File: config.mk
export PLATFORM = sky130hd
export DESIGN_NAME = ps2_host_tx
export DESIGN_NICKNAME = d
export VERILOG_FILES = /design/src/rtl/ps2_pkg.sv /design/src/rtl/ps2_line_filter.sv /design/src/rtl/ps2_host_tx.sv
export SDC_FILE = /design/constraint.sdc
export NUM_CORES = 1
export LEC_CHECK = 0
export ABC_CLOCK_PERIOD_IN_PS = 4900
export CAP_MARGIN = 20
export CORE_MARGIN = 4
export CORE_UTILIZATION = 60
export DETAILED_ROUTE_END_ITERATION = 8
export GPL_ROUTABILITY_DRIVEN = 1
export PLACE_DENSITY = 0.81
export SETUP_SLACK_MARGIN = 0.5
export SLEW_MARGIN = 20
export SYNTH_ARGS = -nofsm -noshare
export SYNTH_HDL_FRONTEND = slang
export SYNTH_SLANG_ARGS = --single-unit
File: constraint.sdc
create_clock -name clk -period 4.9 [get_ports clk]
set_input_delay 0.98 -clock clk [delete_from_list [all_inputs] [get_ports clk]]
set_output_delay 0.98 -clock clk [all_outputs]
set_load 0.01 [all_outputs]
File: src/rtl/ps2_pkg.sv
// Shared types and helpers for the PS/2 host interface.
`timescale 1ns/1ps
package ps2_pkg;

    localparam logic [1:0] ERR_NONE    = 2'b00;
    localparam logic [1:0] ERR_TIMEOUT = 2'b01;
    localparam logic [1:0] ERR_NOACK   = 2'b10;

    typedef enum logic [2:0] {
        S_IDLE,
        S_INHIBIT,
        S_START,
        S_SHIFT,
        S_ACK,
        S_WAIT_IDLE
    } state_t;

    function automatic int unsigned us_to_cycles(
        input int unsigned freq,
        input int unsigned us
    );
        return (freq / 32'd1000000) * us;
    endfunction

endpackage

File: src/rtl/ps2_line_filter.sv
// Two-flop synchroniser followed by a FILTER_LEN-sample debounce.
`timescale 1ns/1ps
module ps2_line_filter #(
    parameter int unsigned FILTER_LEN = 8
) (
    input  logic clk,
    input  logic reset,
    input  logic raw,
    output logic level
);

    localparam int unsigned CW = (FILTER_LEN > 1) ? $clog2(FILTER_LEN) : 1;

    logic [1:0]    sync;
    logic [CW-1:0] cnt;

    // cnt counts consecutive samples that disagree with the current level
    always_ff @(posedge clk) begin
        if (reset) begin
            sync  <= 2'b11;
            cnt   <= '0;
            level <= 1'b1;
        end else begin
            sync <= {sync[0], raw};
            if (sync[1] == level) begin
                cnt <= '0;
            end else if (cnt == CW'(FILTER_LEN - 1)) begin
                level <= sync[1];
                cnt   <= '0;
            end else begin
                cnt <= cnt + CW'(1);
            end
        end
    end

endmodule

File: src/rtl/ps2_host_tx.sv
// PS/2 host-to-device command transmitter driving open-drain
// clock/data lines through low-enables.
`timescale 1ns/1ps
module ps2_host_tx
    import ps2_pkg::*;
#(
    parameter int unsigned CLK_FREQ_HZ    = 25000000,
    parameter int unsigned INHIBIT_US     = 100,
    parameter int unsigned REQ_TIMEOUT_US = 15000,
    parameter int unsigned BIT_TIMEOUT_US = 2000,
    parameter int unsigned FILTER_LEN     = 8
) (
    input  logic       clk,
    input  logic       reset,
    input  logic [7:0] tx_data,
    input  logic       tx_valid,
    output logic       tx_ready,
    output logic       busy,
    output logic       done,
    output logic       error,
    output logic [1:0] err_code,
    input  logic       ps2_clk_in,
    input  logic       ps2_data_in,
    output logic       ps2_clk_oe,
    output logic       ps2_data_oe
);

    localparam int unsigned INHIBIT_CYCLES = us_to_cycles(CLK_FREQ_HZ, INHIBIT_US);
    localparam int unsigned REQ_CYCLES     = us_to_cycles(CLK_FREQ_HZ, REQ_TIMEOUT_US);
    localparam int unsigned BIT_CYCLES     = us_to_cycles(CLK_FREQ_HZ, BIT_TIMEOUT_US);
    localparam int unsigned MAX_A          = (INHIBIT_CYCLES > REQ_CYCLES) ? INHIBIT_CYCLES : REQ_CYCLES;
    localparam int unsigned MAX_CYCLES     = (MAX_A > BIT_CYCLES) ? MAX_A : BIT_CYCLES;
    localparam int unsigned TW             = $clog2(MAX_CYCLES);

    // Loaded with N-1 so that zero is reached exactly N cycles after the load
    localparam logic [TW-1:0] T_INH = TW'(INHIBIT_CYCLES - 1);
    localparam logic [TW-1:0] T_REQ = TW'(REQ_CYCLES - 1);
    localparam logic [TW-1:0] T_BIT = TW'(BIT_CYCLES - 1);

    state_t        state;
    logic [9:0]    frame;
    logic [3:0]    bit_cnt;
    logic [TW-1:0] timer;
    logic          clk_f;
    logic          data_f;
    logic          clk_prev;
    logic          fall;

    ps2_line_filter #(.FILTER_LEN(FILTER_LEN)) u_clk_filter (
        .clk   (clk),
        .reset (reset),
        .raw   (ps2_clk_in),
        .level (clk_f)
    );

    ps2_line_filter #(.FILTER_LEN(FILTER_LEN)) u_data_filter (
        .clk   (clk),
        .reset (reset),
        .raw   (ps2_data_in),
        .level (data_f)
    );

    assign fall     = clk_prev & ~clk_f;
    assign tx_ready = (state == S_IDLE);
    assign busy     = ~tx_ready;

    always_ff @(posedge clk) begin
        if (reset) begin
            state       <= S_IDLE;
            frame       <= '0;
            bit_cnt     <= '0;
            timer       <= '0;
            clk_prev    <= 1'b1;
            done        <= 1'b0;
            error       <= 1'b0;
            err_code    <= ERR_NONE;
            ps2_clk_oe  <= 1'b0;
            ps2_data_oe <= 1'b0;
        end else begin
            clk_prev <= clk_f;
            done     <= 1'b0;
            error    <= 1'b0;
            unique case (state)
                S_IDLE: begin
                    ps2_clk_oe  <= 1'b0;
                    ps2_data_oe <= 1'b0;
                    if (tx_valid) begin
                        frame      <= {1'b1, ~^tx_data, tx_data};
                        err_code   <= ERR_NONE;
                        timer      <= T_INH;
                        ps2_clk_oe <= 1'b1;
                        state      <= S_INHIBIT;
                    end
                end
                S_INHIBIT: begin
                    if (timer == '0) begin
                        ps2_data_oe <= 1'b1;
                        state       <= S_START;
                    end else begin
                        timer <= timer - TW'(1);
                    end
                end
                S_START: begin
                    ps2_clk_oe <= 1'b0;
                    timer      <= T_REQ;
                    bit_cnt    <= '0;
                    state      <= S_SHIFT;
                end
                S_SHIFT: begin
                    if (fall) begin
                        ps2_data_oe <= ~frame[bit_cnt];
                        bit_cnt     <= bit_cnt + 4'd1;
                        timer       <= T_BIT;
                        if (bit_cnt == 4'd9) state <= S_ACK;
                    end else if (timer == '0) begin
                        ps2_data_oe <= 1'b0;
                        error       <= 1'b1;
                        err_code    <= ERR_TIMEOUT;
                        state       <= S_IDLE;
                    end else begin
                        timer <= timer - TW'(1);
                    end
                end
                S_ACK: begin
                    if (fall) begin
                        if (!data_f) begin
                            timer <= T_BIT;
                            state <= S_WAIT_IDLE;
                        end else begin
                            ps2_data_oe <= 1'b0;
                            error       <= 1'b1;
                            err_code    <= ERR_NOACK;
                            state       <= S_IDLE;
                        end
                    end else if (timer == '0) begin
                        ps2_data_oe <= 1'b0;
                        error       <= 1'b1;
                        err_code    <= ERR_TIMEOUT;
                        state       <= S_IDLE;
                    end else begin
                        timer <= timer - TW'(1);
                    end
                end
                S_WAIT_IDLE: begin
                    if (clk_f && data_f) begin
                        done  <= 1'b1;
                        state <= S_IDLE;
                    end else if (timer == '0) begin
                        ps2_data_oe <= 1'b0;
                        error       <= 1'b1;
                        err_code    <= ERR_TIMEOUT;
                        state       <= S_IDLE;
                    end else begin
                        timer <= timer - TW'(1);
                    end
                end
                default: begin
                    ps2_clk_oe  <= 1'b0;
                    ps2_data_oe <= 1'b0;
                    state       <= S_IDLE;
                end
            endcase
        end
    end

endmodule

**Yosys cells after proc, flatten, opt, wreduce, memory -nomap -nowiden**

Cells that the tools add are included.
W data, S select, Z words.

- Register bits: 55
- Logic and storage cells: 109
- Input bits: 13

- Equality and inequality tests: 18
- Add/subtract/negate cells: 4
- Muxes and demuxes: 43
- Bitwise logic cells: 8
- Reductions and logical operators: 19
- Order comparisons: 1

Operators with widths:

| operator | count |
|---|---|
| $mux W19 | 6 |
| $pmux W19 S6 | 1 |
| $mux W3 | 8 |
| $logic_not A19 Y1 | 1 |
| $sub A19 B1 Y19 const B | 1 |
| $pmux W3 S6 | 1 |
| $mux W1 | 14 |
| $eq A3 B3 Y1 const B | 4 |
| $mux W2 | 6 |
| $ne A2 B2 Y1 const B | 5 |
| $pmux W2 S4 | 1 |
| $pmux W4 S2 | 1 |
| $reduce_and A2 Y1 | 4 |
| $reduce_and A4 Y1 | 2 |
| $reduce_xnor A8 Y1 | 1 |
| $not A1 Y1 | 7 |
| $add A3 B1 Y3 const B | 2 |
| $eq A3 B2 Y1 const B | 2 |
| $ne A3 B3 Y1 const B | 2 |
| $reduce_bool A6 Y1 | 1 |
| $reduce_or A3 Y1 | 2 |
| $lt A4 B5 Y1 const B | 1 |
| $pmux W1 S5 | 1 |
| $reduce_and A5 Y1 | 1 |
| 17 further kinds | 18 |

**Logic depth before layout (Yosys ltp)**

Gate-level depths: netlist (run 1).

- Depth in word-level cells: 5
- Gate-level depth with buffers: 8

**Hierarchy**

Synthesis (run 1) repeated with hierarchy kept, for this count alone.

- Cell total of the unflattened synthesis: 355
- Area total of the unflattened synthesis: 2,950.3 um^2

Modules (own cells, without submodules):

| module | area an instance (um^2) | sequential area each (um^2) | cells an instance | instances |
|---|---|---|---|---|
| ps2_host_tx | 2,537.4 | 860.8 | 323 | 1 |
| ps2_line_filter | 206.4 | 120.1 | 16 | 2 |

**Worst setup path before layout (run 1)**

Ideal clock, no wire load.

- Path kind: register to register
- From: register timer[10]
- To: register timer[13]
- Setup time: 0.133 ns
- Data arrival time: 2.212 ns
- Cell stages (with the launch flop): 8
- Path slack: 2.556 ns
- Required time: 4.767 ns
- Period minus slack after synthesis: 2.344 ns
- Cells stage by stage: dfxtp_1 > or4_4 > or3_1 > buf_2 > or4_4 > and4_1 > o21ai_1 > a21oi_1

- Word-level cells in the longest chain between the ends: 4

RTL lines:

| element | line | text |
|---|---|---|
| start: declaration | ps2_host_tx.sv:43 | `logic [TW-1:0] timer;` |
| start signal: assignment | ps2_host_tx.sv:100 | `timer <= timer - TW'(1);` |
| start signal: assignment | ps2_host_tx.sv:121 | `timer <= timer - TW'(1);` |
| start signal: assignment | ps2_host_tx.sv:141 | `timer <= timer - TW'(1);` |
| $sub A19 B1 Y19 / $logic_not A19 Y1 (equally long branches) | n/a |  |
| $mux W19 (*) | n/a |  |
| $mux W19 (on tied branches) | ps2_host_tx.sv:145, ps2_host_tx.sv:110, ps2_host_tx.sv:125 |  |
| $pmux W19 S6 (*) | ps2_host_tx.sv:83 | `unique case (state)` |

Every way passes the cells marked *; elsewhere a longest branch is shown, timed or not. The select of a mux whose other input is x is not followed.
A chain may end at the register's enable or synchronous reset.

**Worst setup path in the final report (run 1)**

- From: register state[2]
- To: output busy

- Word-level cells in the longest chain between the ends: 2

RTL lines:

| element | line | text |
|---|---|---|
| start: declaration | ps2_host_tx.sv:40 | `state_t state;` |
| start signal: assignment | ps2_host_tx.sv:69 | `state <= S_IDLE;` |
| start signal: assignment | ps2_host_tx.sv:92 | `state <= S_INHIBIT;` |
| start signal: assignment | ps2_host_tx.sv:98 | `state <= S_START;` |
| $logic_not A3 Y1 | ps2_host_tx.sv:64 | `assign tx_ready = (state == S_IDLE);` |
| $not A1 Y1 | ps2_host_tx.sv:65 | `assign busy = ~tx_ready;` |
| end: declaration | ps2_host_tx.sv:18 | `output logic busy,` |

No other way between the ends.

==> results of run 1 <==
synth_stat cells, types with 2 or more instances:
cell type / number
nor2b_1: 5
o31ai_1: 4
dfxtp_1: 55
nor2_1: 34
nand3b_1: 3
a31oi_1: 4
xnor2_1: 10
nor3_1: 20
and4_1: 2
or3_1: 6
a211oi_1: 6
o41ai_1: 2
o21a_1: 2
a211o_1: 3
inv_1: 11
a22oi_1: 2
ha_1: 8
or4_4: 2
and2_1: 6
nand4b_1: 2
a21o_1: 7
nand3_1: 5
nand4_1: 3
a21oi_1: 48
nand2_1: 34
a221oi_1: 3
o211ai_1: 2
nor4b_1: 3
nand2b_1: 8
a311oi_1: 3
mux4_2: 2
clkbuf_1: 23
a31o_2: 2
or2_2: 6
o21ai_0: 19
nor4_1: 6
worst paths after layout:
path / start / end / slack [ns]
min reg2reg: u_data_filter.sync[0]$_SDFF_PP1_ / u_data_filter.sync[1]$_SDFF_PP1_ / 0.42
max: state[2]$_SDFFE_PP0P_ / busy / 1.93
max reg2reg: state[2]$_SDFFE_PP0P_ / timer[17]$_SDFFE_PP0P_ / 2.32
min: u_data_filter.sync[0]$_SDFF_PP1_ / u_data_filter.sync[1]$_SDFF_PP1_ / 0.42
power breakdown:
group          internal, mW  switching [mW]
logic                 0.322           0.518
registers             0.527          0.0915
clock network         0.100           0.149
cell type report:
cell class	count	area, um2
clock buffer	6	72.6
clock inverter	2	12.5
fill	421	1490
inverter	11	41.3
multi-input combinational	289	1770
sequential	55	1100
tap	67	83.8
timing repair buffer	22	210
metal layers:
metal,wire length [um],GRT usage (%),vias up
li1,-,-,1389
met1,3170,32.0,1309
met2,3180,37.7,92
met3,398,3.97,10
met4,118,9.09,0
met5,0,0,-
per-stage QoR:
stage	instances	setup WS [ns]	power, mW	cell area [um2]
2_1_floorplan	379	2.56	1.25	3010
3_3_place_gp	444	2.16	1.43	3210
3_5_place_dp	444	2.09	1.45	3210
4_1_cts	452	1.94	1.69	3300
5_1_grt	452	1.80	1.84	3300
6_report	452	1.93	1.71	3300
critical path, cell delays in order (launching register included):
cell	delay, ns
dfxtp_1	0.84
nor3_1	0.21
inv_1	0.10
clkdlybuf4s50_1	0.53
cell families after synthesis:
group / Yosys count / share of synthesized area, %
buffers and inverters: 35 / 4.41
AOI/OAI and AO/OA: 118 / 24.8
xor gates and xnor gates: 11 / 3.20
and+or+nand+nor: 148 / 25.4
DFF: 55 / 36.6
muxes: 4 / 2.20
adders and majority gates: 8 / 3.33
sequential cells by signal, indices dropped and copies added, names as in the netlist:
register	flops
done	1
u_clk_filter.sync	2
ps2_data_oe	1
bit_cnt	4
err_code	2
frame	10
u_clk_filter.level	1
u_data_filter.level	1
clk_prev	1
state	3
ps2_clk_oe	1
u_clk_filter.cnt	3
u_data_filter.sync	2
u_data_filter.cnt	3
timer	19
error	1
==> metrics, run 1 <==
clk root buf=clkbuf_8; Setup Skew=0.00550 ns; CTS tree=yes; Ys Warns=0; cells on worst reg2reg path=6; Post-Route WL=6.86 mm; CTS resizes=0; CP arrival=1.99 ns; GRT Total Usage=23.7%; row count=25; commonest non-fill, non-tap cell in the layout=dfxtp_1; mapped cell area=3010 um2; max-slew violations=0; clk_lat worst skew=0.31 ns; Worst-path clk slew=0.10 ns; DRC violations left=0; Placer Congestion=0.861; max-cap check violation count=0; post-route ant nets=0; Die Y=78.8 um; Area Overhead vs Synth=9.57%; Cells after Synth=379; final worst path period need=2.97 ns; Cells on Worst Hold Path=1; # clock sinks=55; Max clock buf depth=2; top-area cell type share of the netlist area=36.6%; post-route clock period utilization=60.7%; Antenna Cells=0; type of the worst setup path=register to output port; chip width=78.8 um; htree depth=2; Setup TNS Final=0 ns; Slew @ Worst Pin=0.870 ns; vias in the first global route=2647; CTS buffer count=5; worst hold path type=register to register; Post-synth EDFFs=0; syn avg cell area=7.94 um2; first-pass GRT wire length=12.0 mm; core area=4790 um2; DR iter-0 viols=301; largest net degree at the start of global routing=37; final hold vios=0; Setup crit start kind=register; Peak VDD IR=0.308 mV; vias per cell=6.19; hold_buf cts=0; nets@finish=405; Rel. slew slack=41.8%; I/O Pins=21; drt pass-1 iters=5; initial antenna violation count=0; postcts setup bufs=0; maximum fanout along the worst path=26; most frequent cells in the layout=55 x dfxtp_1, 48 x a21oi_1, 34 x nor2_1, 34 x nand2_1, 20 x nor3_1; Async SR Flop Fraction=0%; PD cells=518 nW/um2; CP Capture Type=output port; wire length per cell=15.2 um; post-synth top area cell=dfxtp_1; sequential fraction of the synthesis area=36.6%; LEAKAGE=1.19 nW; Synth area leaders=dfxtp_1 37%, a21oi_1 8.0%, nand2_1 4.2%; syn_nets=400; Hold WS=0.415 ns; die outline area=6210 um2; top_reg_cell synth=dfxtp_1; share of layout cells above drive strength 1=6.49%; via count=2800; RSZ-0062 raised after global routing=no; gr ovfl total=0; Worst Path Required=3.92 ns; Max Clk Rate=0.336 GHz; run status=finished, final reports clean; Starting Density=62.8%; flops & latches, synth=55; Final Util=68.9%; Port Buf Inserts=20; Yosys cell types=54; # setup viols final=0; DP HPWL=4.82 mm
(Power assumes the default switching activity.)
==> run 2, diff against run 1 <==
- ABC_CLOCK_PERIOD_IN_PS: 4900 -> 2600
- CORE_UTILIZATION: 60 -> 53
- PLACE_DENSITY: 0.81 -> 0.76
- clock period: 4.9 -> 2.6 ns (I/O delays scaled with it)
==> run 2 against run 1 <==
  * Clock power grew 93%
  * Largest cell class unchanged
  * Clock skew is essentially flat
  * Global-route usage shrank 1.9 points
  * Non-clock buffer count grew 37
  * Via count grew 14%
==> metrics, run 2 (synthesis gave the netlist of run 1 again) <==
Peak VDD IR=0.621 mV (+100%); Area Overhead vs Synth=26.4%; htree depth=2 (unchanged); GRT Total Usage=21.8% (-1.9 points); fill count=428 (+1.7%); Starting Density=54.6% (-8.2 points); Setup TNS Final=0 ns (unchanged); hold_buf cts=0 (unchanged); Antenna Cells=0 (unchanged); Max clock buf depth=2 (unchanged); CTS buffer count=5 (unchanged); CP max stage cell=or4_4; DR iter-0 viols=423 (+41%); max-slew violations=0 (unchanged); CP arrival=2.61 ns (+0.62 ns); DRC violations left=0 (unchanged); Slew @ Worst Pin=0.842 ns (-0.0274 ns); # clock sinks=55 (unchanged); Setup Skew=0.00558 ns (+0.0000845 ns); max reg flops=19 (unchanged); die outline area=6940 um2 (+12%); Die Y=83.3 um (+5.7%); via count=3205 (+14%); nets@finish=442 (+9.1%); PD cells=1130 nW/um2 (+120%); most frequent cells in the layout=46 x dfxtp_1, 45 x a21oi_1, 36 x buf_4; DP HPWL=4.98 mm (+3.4%); post-route ant nets=0 (unchanged); Placed Cells=456 (+2.7%); post-route clock period utilization=93.9%; RSZ-0062 raised after global routing=yes; CP Capture Type=register; clk_lat worst skew=0.31 ns (about the same); clk root buf=clkbuf_8; gr ovfl total=0 (unchanged); flop2flop setup slack=0.16 ns (-2.16 ns); chip width=83.3 um (+5.7%); Cells on Worst Hold Path=1 (unchanged); post-route insts no fill=494 (+9.3%); final hold vios=0 (unchanged); largest net degree at the start of global routing=47 (+27%); Max Clk Rate=0.410 GHz; Port Buf Inserts=20 (unchanged); Final Util=69.1% (+0.19 points); Flop pwr share=27.9% (-8.4 points); I/O Pins=21 (unchanged); initial antenna violation count=0 (unchanged); Rel. slew slack=43.8% (+2.0 points); CTS tree=yes; first-pass GRT wire length=12.9 mm (+7.5%); P_sw=1.94 mW (+160%); Worst Path Required=2.77 ns (-1.15 ns); type of the worst setup path=register to register; largest registers=timer x19, frame x10, bit_cnt x4; worst hold path type=register to register; run status=finished, final reports clean; CP max stage delay=0.55 ns (-0.29 ns); Worst-path clk slew=0.10 ns (about the same); total power=4.30 mW (+150%); Post-Route WL=8.78 mm (+28%); core area=5510 um2 (+15%); vias per cell=6.49 (+4.7%); LEAKAGE=1.42 nW (+19%); wire length per cell=17.8 um (+17%); max-cap check violation count=0 (unchanged); Pint=2.36 mW (+150%); vias in the first global route=2788 (+5.3%); crit-path leading delay family=simple AND/OR/NAND/NOR gates; Worst path most repeated cell=o21ai_0; Top reg by flops=timer; CP Depth=6 (+3); maximum fanout along the worst path=10 (-62%); cells on worst reg2reg path=6 (unchanged); Placer Congestion=0.865 (+0.51%); commonest non-fill, non-tap cell in the layout=dfxtp_1; clock power share=11.2% (-3.4 points); drt pass-1 iters=6 (+1); Critical Path, Cell by Cell=or4_4 > nor3_1 > and4_4 > o21ai_0 > o21ai_0 > a21oi_1; row count=27 (+8.0%); share of layout cells above drive strength 1=23.7% (+17 points); Setup crit start kind=register; Sw Share=45.1% (+0.69 points); combinational group share of total power=60.9% (+12 points); # setup viols final=0 (unchanged); final worst path period need=2.44 ns; WP buf/inv=0 (-2)
run 2: what timing repair did:
action	in CTS	in global routing
buffers inserted	12	18
setup endpoints to repair	26	26
resized for setup	20	35
pin swaps	6	15
run 2: metal layers:
layer / track usage [%] / share of wire (%) / vias up
li1: - / - / 1463
met1: 28.8 / 42 / 1481
met2: 35.2 / 45 / 200
met3: 4.46 / 8.8 / 61
met4: 7.43 / 4.5 / 0
met5: 0 / 0 / -
run 2: power groups by stage:
stage | sequential [mW] | combinational, mW | clock, mW
detailed placement | 1.17 | 1.61 | 0
floorplan | 1.12 | 1.27 | 0
global route | 1.21 | 2.76 | 0.513
global placement | 1.16 | 1.59 | 0
CTS | 1.16 | 1.92 | 0.480
finish | 1.20 | 2.62 | 0.481
run 2: final timing paths:
check / start / to
worst max-delay path: timer[11]$_SDFFE_PP0P_ / state[1]$_SDFFE_PP0P_
worst min-delay path: u_clk_filter.sync[0]$_SDFF_PP1_ / u_clk_filter.sync[1]$_SDFF_PP1_
worst min register to register: u_clk_filter.sync[0]$_SDFF_PP1_ / u_clk_filter.sync[1]$_SDFF_PP1_
worst max register to register: timer[11]$_SDFFE_PP0P_ / state[1]$_SDFFE_PP0P_
run 2: final cells by class:
| type | instances | area, um2 | area share, % |
|---|---|---|---|
| clock buffers | 6 | 72.6 | 1.91 |
| clock inverters | 2 | 12.5 | 0.329 |
| inverters | 11 | 41.3 | 1.09 |
| multi-input cells | 289 | 1970 | 51.7 |
| flip-flops and latches | 55 | 1110 | 29.3 |
| well taps | 72 | 90.1 | 2.37 |
| repair buffers | 59 | 504 | 13.3 |
run 2: per-stage QoR:
step | setup slack, ns | hold slack [ns] | area (um2)
detailed placement | 0.197 | 0.401 | 3280
finish | 0.158 | 0.422 | 3800
CTS | 0.392 | 0.427 | 3530
global placement | 0.212 | 0.393 | 3280
global route | 0.0936 | 0.450 | 3800
floorplan | 0.363 | 0.389 | 3030
==> run 3, diff against run 2 <==
- ABC_CLOCK_PERIOD_IN_PS: 2600 -> 2200
- clock period: 2.6 -> 2.2 ns (I/O delays scaled with it)
==> run 3 against run 2 <==
  * Combinational power increased by 17%
  * Largest power group unchanged
  * Sequential share of layout area decreased by 1.2 points
  * Wire length decreased by 4.0%
  * Setup slack got worse by 0.16 ns
  * Critical path type unchanged
  * Cell count increased by 2.6%
  * Clock power increased by 46%
  * Fmax increased by 11%
  * Die area unchanged
  * Utilization increased by 3.1 points
==> metrics, run 3 (synthesis gave the netlist of run 1 again) <==
# setup viols final=0 (unchanged); Rel. slew slack=54.4% (+11 points); Peak VDD IR=0.841 mV (+35%); maximum fanout along the worst path=8 (-2); die outline area=6940 um2 (unchanged); design area=3970 um2 (+4.5%); gr ovfl total=0 (unchanged); final worst path period need=2.20 ns (-0.242 ns); Worst Setup Slack, final=0.000748 ns (-0.158 ns); first-pass GRT wire length=14.0 mm (+8.2%); Cells on Worst Hold Path=1 (unchanged); CTS buffer count=5 (unchanged); total power=5.17 mW (+20%); Setup Skew=0.00509 ns (-0.000494 ns); worst hold path type=register to register; wire length per cell=16.6 um (-6.5%); CTS tree=yes; post-route clock period utilization=100% (+6.1 points); htree depth=2 (unchanged); run status=finished, final reports clean; chip width=83.3 um (unchanged); Starting Density=54.6% (unchanged); most frequent cells in the layout=48 x a21oi_1, 47 x dfxtp_1, 43 x buf_4; Die Y=83.3 um (unchanged); vias in the first global route=3003 (+7.7%); DP Worst Slack=-0.0376 ns (-0.234 ns); max reg flops=19 (unchanged); post-route ant nets=0 (unchanged); initial antenna violation count=0 (unchanged); share of layout cells above drive strength 1=26.2% (+2.5 points); LEAKAGE=1.56 nW (+9.9%); core area=5510 um2 (unchanged); Placed Cells=484 (+6.1%); final hold vios=0 (unchanged); hold_buf cts=0 (unchanged); clk_lat worst skew=0.32 ns (about the same); Antenna Cells=0 (unchanged); type of the worst setup path=register to register; post-place instance area=3520 um2 (+7.2%); max-slew violations=0 (unchanged); PD cells=1300 nW/um2 (+15%); drt pass-1 iters=6 (unchanged); Setup crit start kind=register; I/O Pins=21 (unchanged); Slew @ Worst Pin=0.684 ns (-0.159 ns); DR iter-0 viols=380 (-10%); Top reg by flops=timer; cells on worst reg2reg path=8 (+2); Port Buf Inserts=20 (unchanged); via count=3208 (+0.094%); commonest non-fill, non-tap cell in the layout=a21oi_1; GRT Total Usage=24.0% (+2.2 points); Placer Congestion=0.882 (+1.9%); Area Overhead vs Synth=32.1%; Max Clk Rate=0.455 GHz (+11%); DRC violations left=0 (unchanged); largest net degree at the start of global routing=29 (-38%); nets@finish=455 (+2.9%); post-route insts no fill=507 (+2.6%); CP Capture Type=register; largest registers=timer x19, frame x10, bit_cnt x4; # clock sinks=55 (unchanged); clk root buf=clkbuf_8; Max clock buf depth=2 (unchanged); Worst-path clk slew=0.10 ns (about the same); Post-Route WL=8.43 mm (-4.0%); max-cap check violation count=0 (unchanged); Worst Path Required=2.39 ns (-0.38 ns); row count=27 (unchanged); DP HPWL=5.54 mm (+11%); CP arrival=2.39 ns (-0.22 ns); Setup TNS Final=0 ns (unchanged); vias per cell=6.33 (-2.5%); RSZ-0062 raised after global routing=yes
## run 3: routing by layer
| metal | track usage, % | vias to the layer above | part of all wire (%) |
|---|---|---|---|
| met4 | 9.66 | 0 | 1.8 |
| met3 | 4.76 | 18 | 6.9 |
| li1 | - | 1495 | - |
| met1 | 31.2 | 1540 | 43 |
| met5 | 0 | - | 0 |
| met2 | 38.9 | 155 | 48 |
## run 3: worst paths after layout
check | start | endpoint | slack, ns
worst min-delay path | u_data_filter.sync[0]$_SDFF_PP1_ | u_data_filter.sync[1]$_SDFF_PP1_ | 0.43
worst min register to register | u_data_filter.sync[0]$_SDFF_PP1_ | u_data_filter.sync[1]$_SDFF_PP1_ | 0.43
worst max-delay path | timer[13]$_SDFFE_PP0P_ | ps2_data_oe$_SDFFE_PP0P_ | 0.0007
worst max register to register | timer[13]$_SDFFE_PP0P_ | ps2_data_oe$_SDFFE_PP0P_ | 0.0007
## run 3: cell type report
cell class	instances	area (um2)
clock inverter	3	47.5
sequential	55	1120
tap	72	90.1
timing repair buffer	72	639
fill	402	1530
multi-input combinational	289	1970
inverter	11	41.3
clock buffer	5	68.8
## run 3: power by group
group | switching [mW] | internal [mW] | leakage, nW
Clock | 0.356 | 0.346 | 0.0587
Sequential | 0.216 | 1.19 | 0.452
Combinational | 1.61 | 1.45 | 1.05
## run 3: worst max-delay path, cell delays in order, from the launching register on
cell	delay [ns]
dfxtp_2	0.34
or4_4	0.53
buf_4	0.17
nor3_4	0.17
nand4_1	0.16
buf_4	0.21
a41o_1	0.23
a21oi_1	0.15
o32ai_1	0.10
## run 3: timing repair
item                                    4_1_cts  5_1_grt
gates cloned                                  0        0
endpoints found under the setup margin       30       32
resized for setup                            40       31
pin swaps                                    11       13
buffers inserted                             12        3
## run 3: stage by stage
| stage | hold WS [ns] | utilization, % |
|---|---|---|
| global placement | 0.393 | 63.8 |
| global route | 0.438 | 72.1 |
| finish | 0.425 | 72.1 |
| floorplan | 0.389 | - |
| detailed placement | 0.397 | 63.8 |
| CTS | 0.429 | 69.9 |
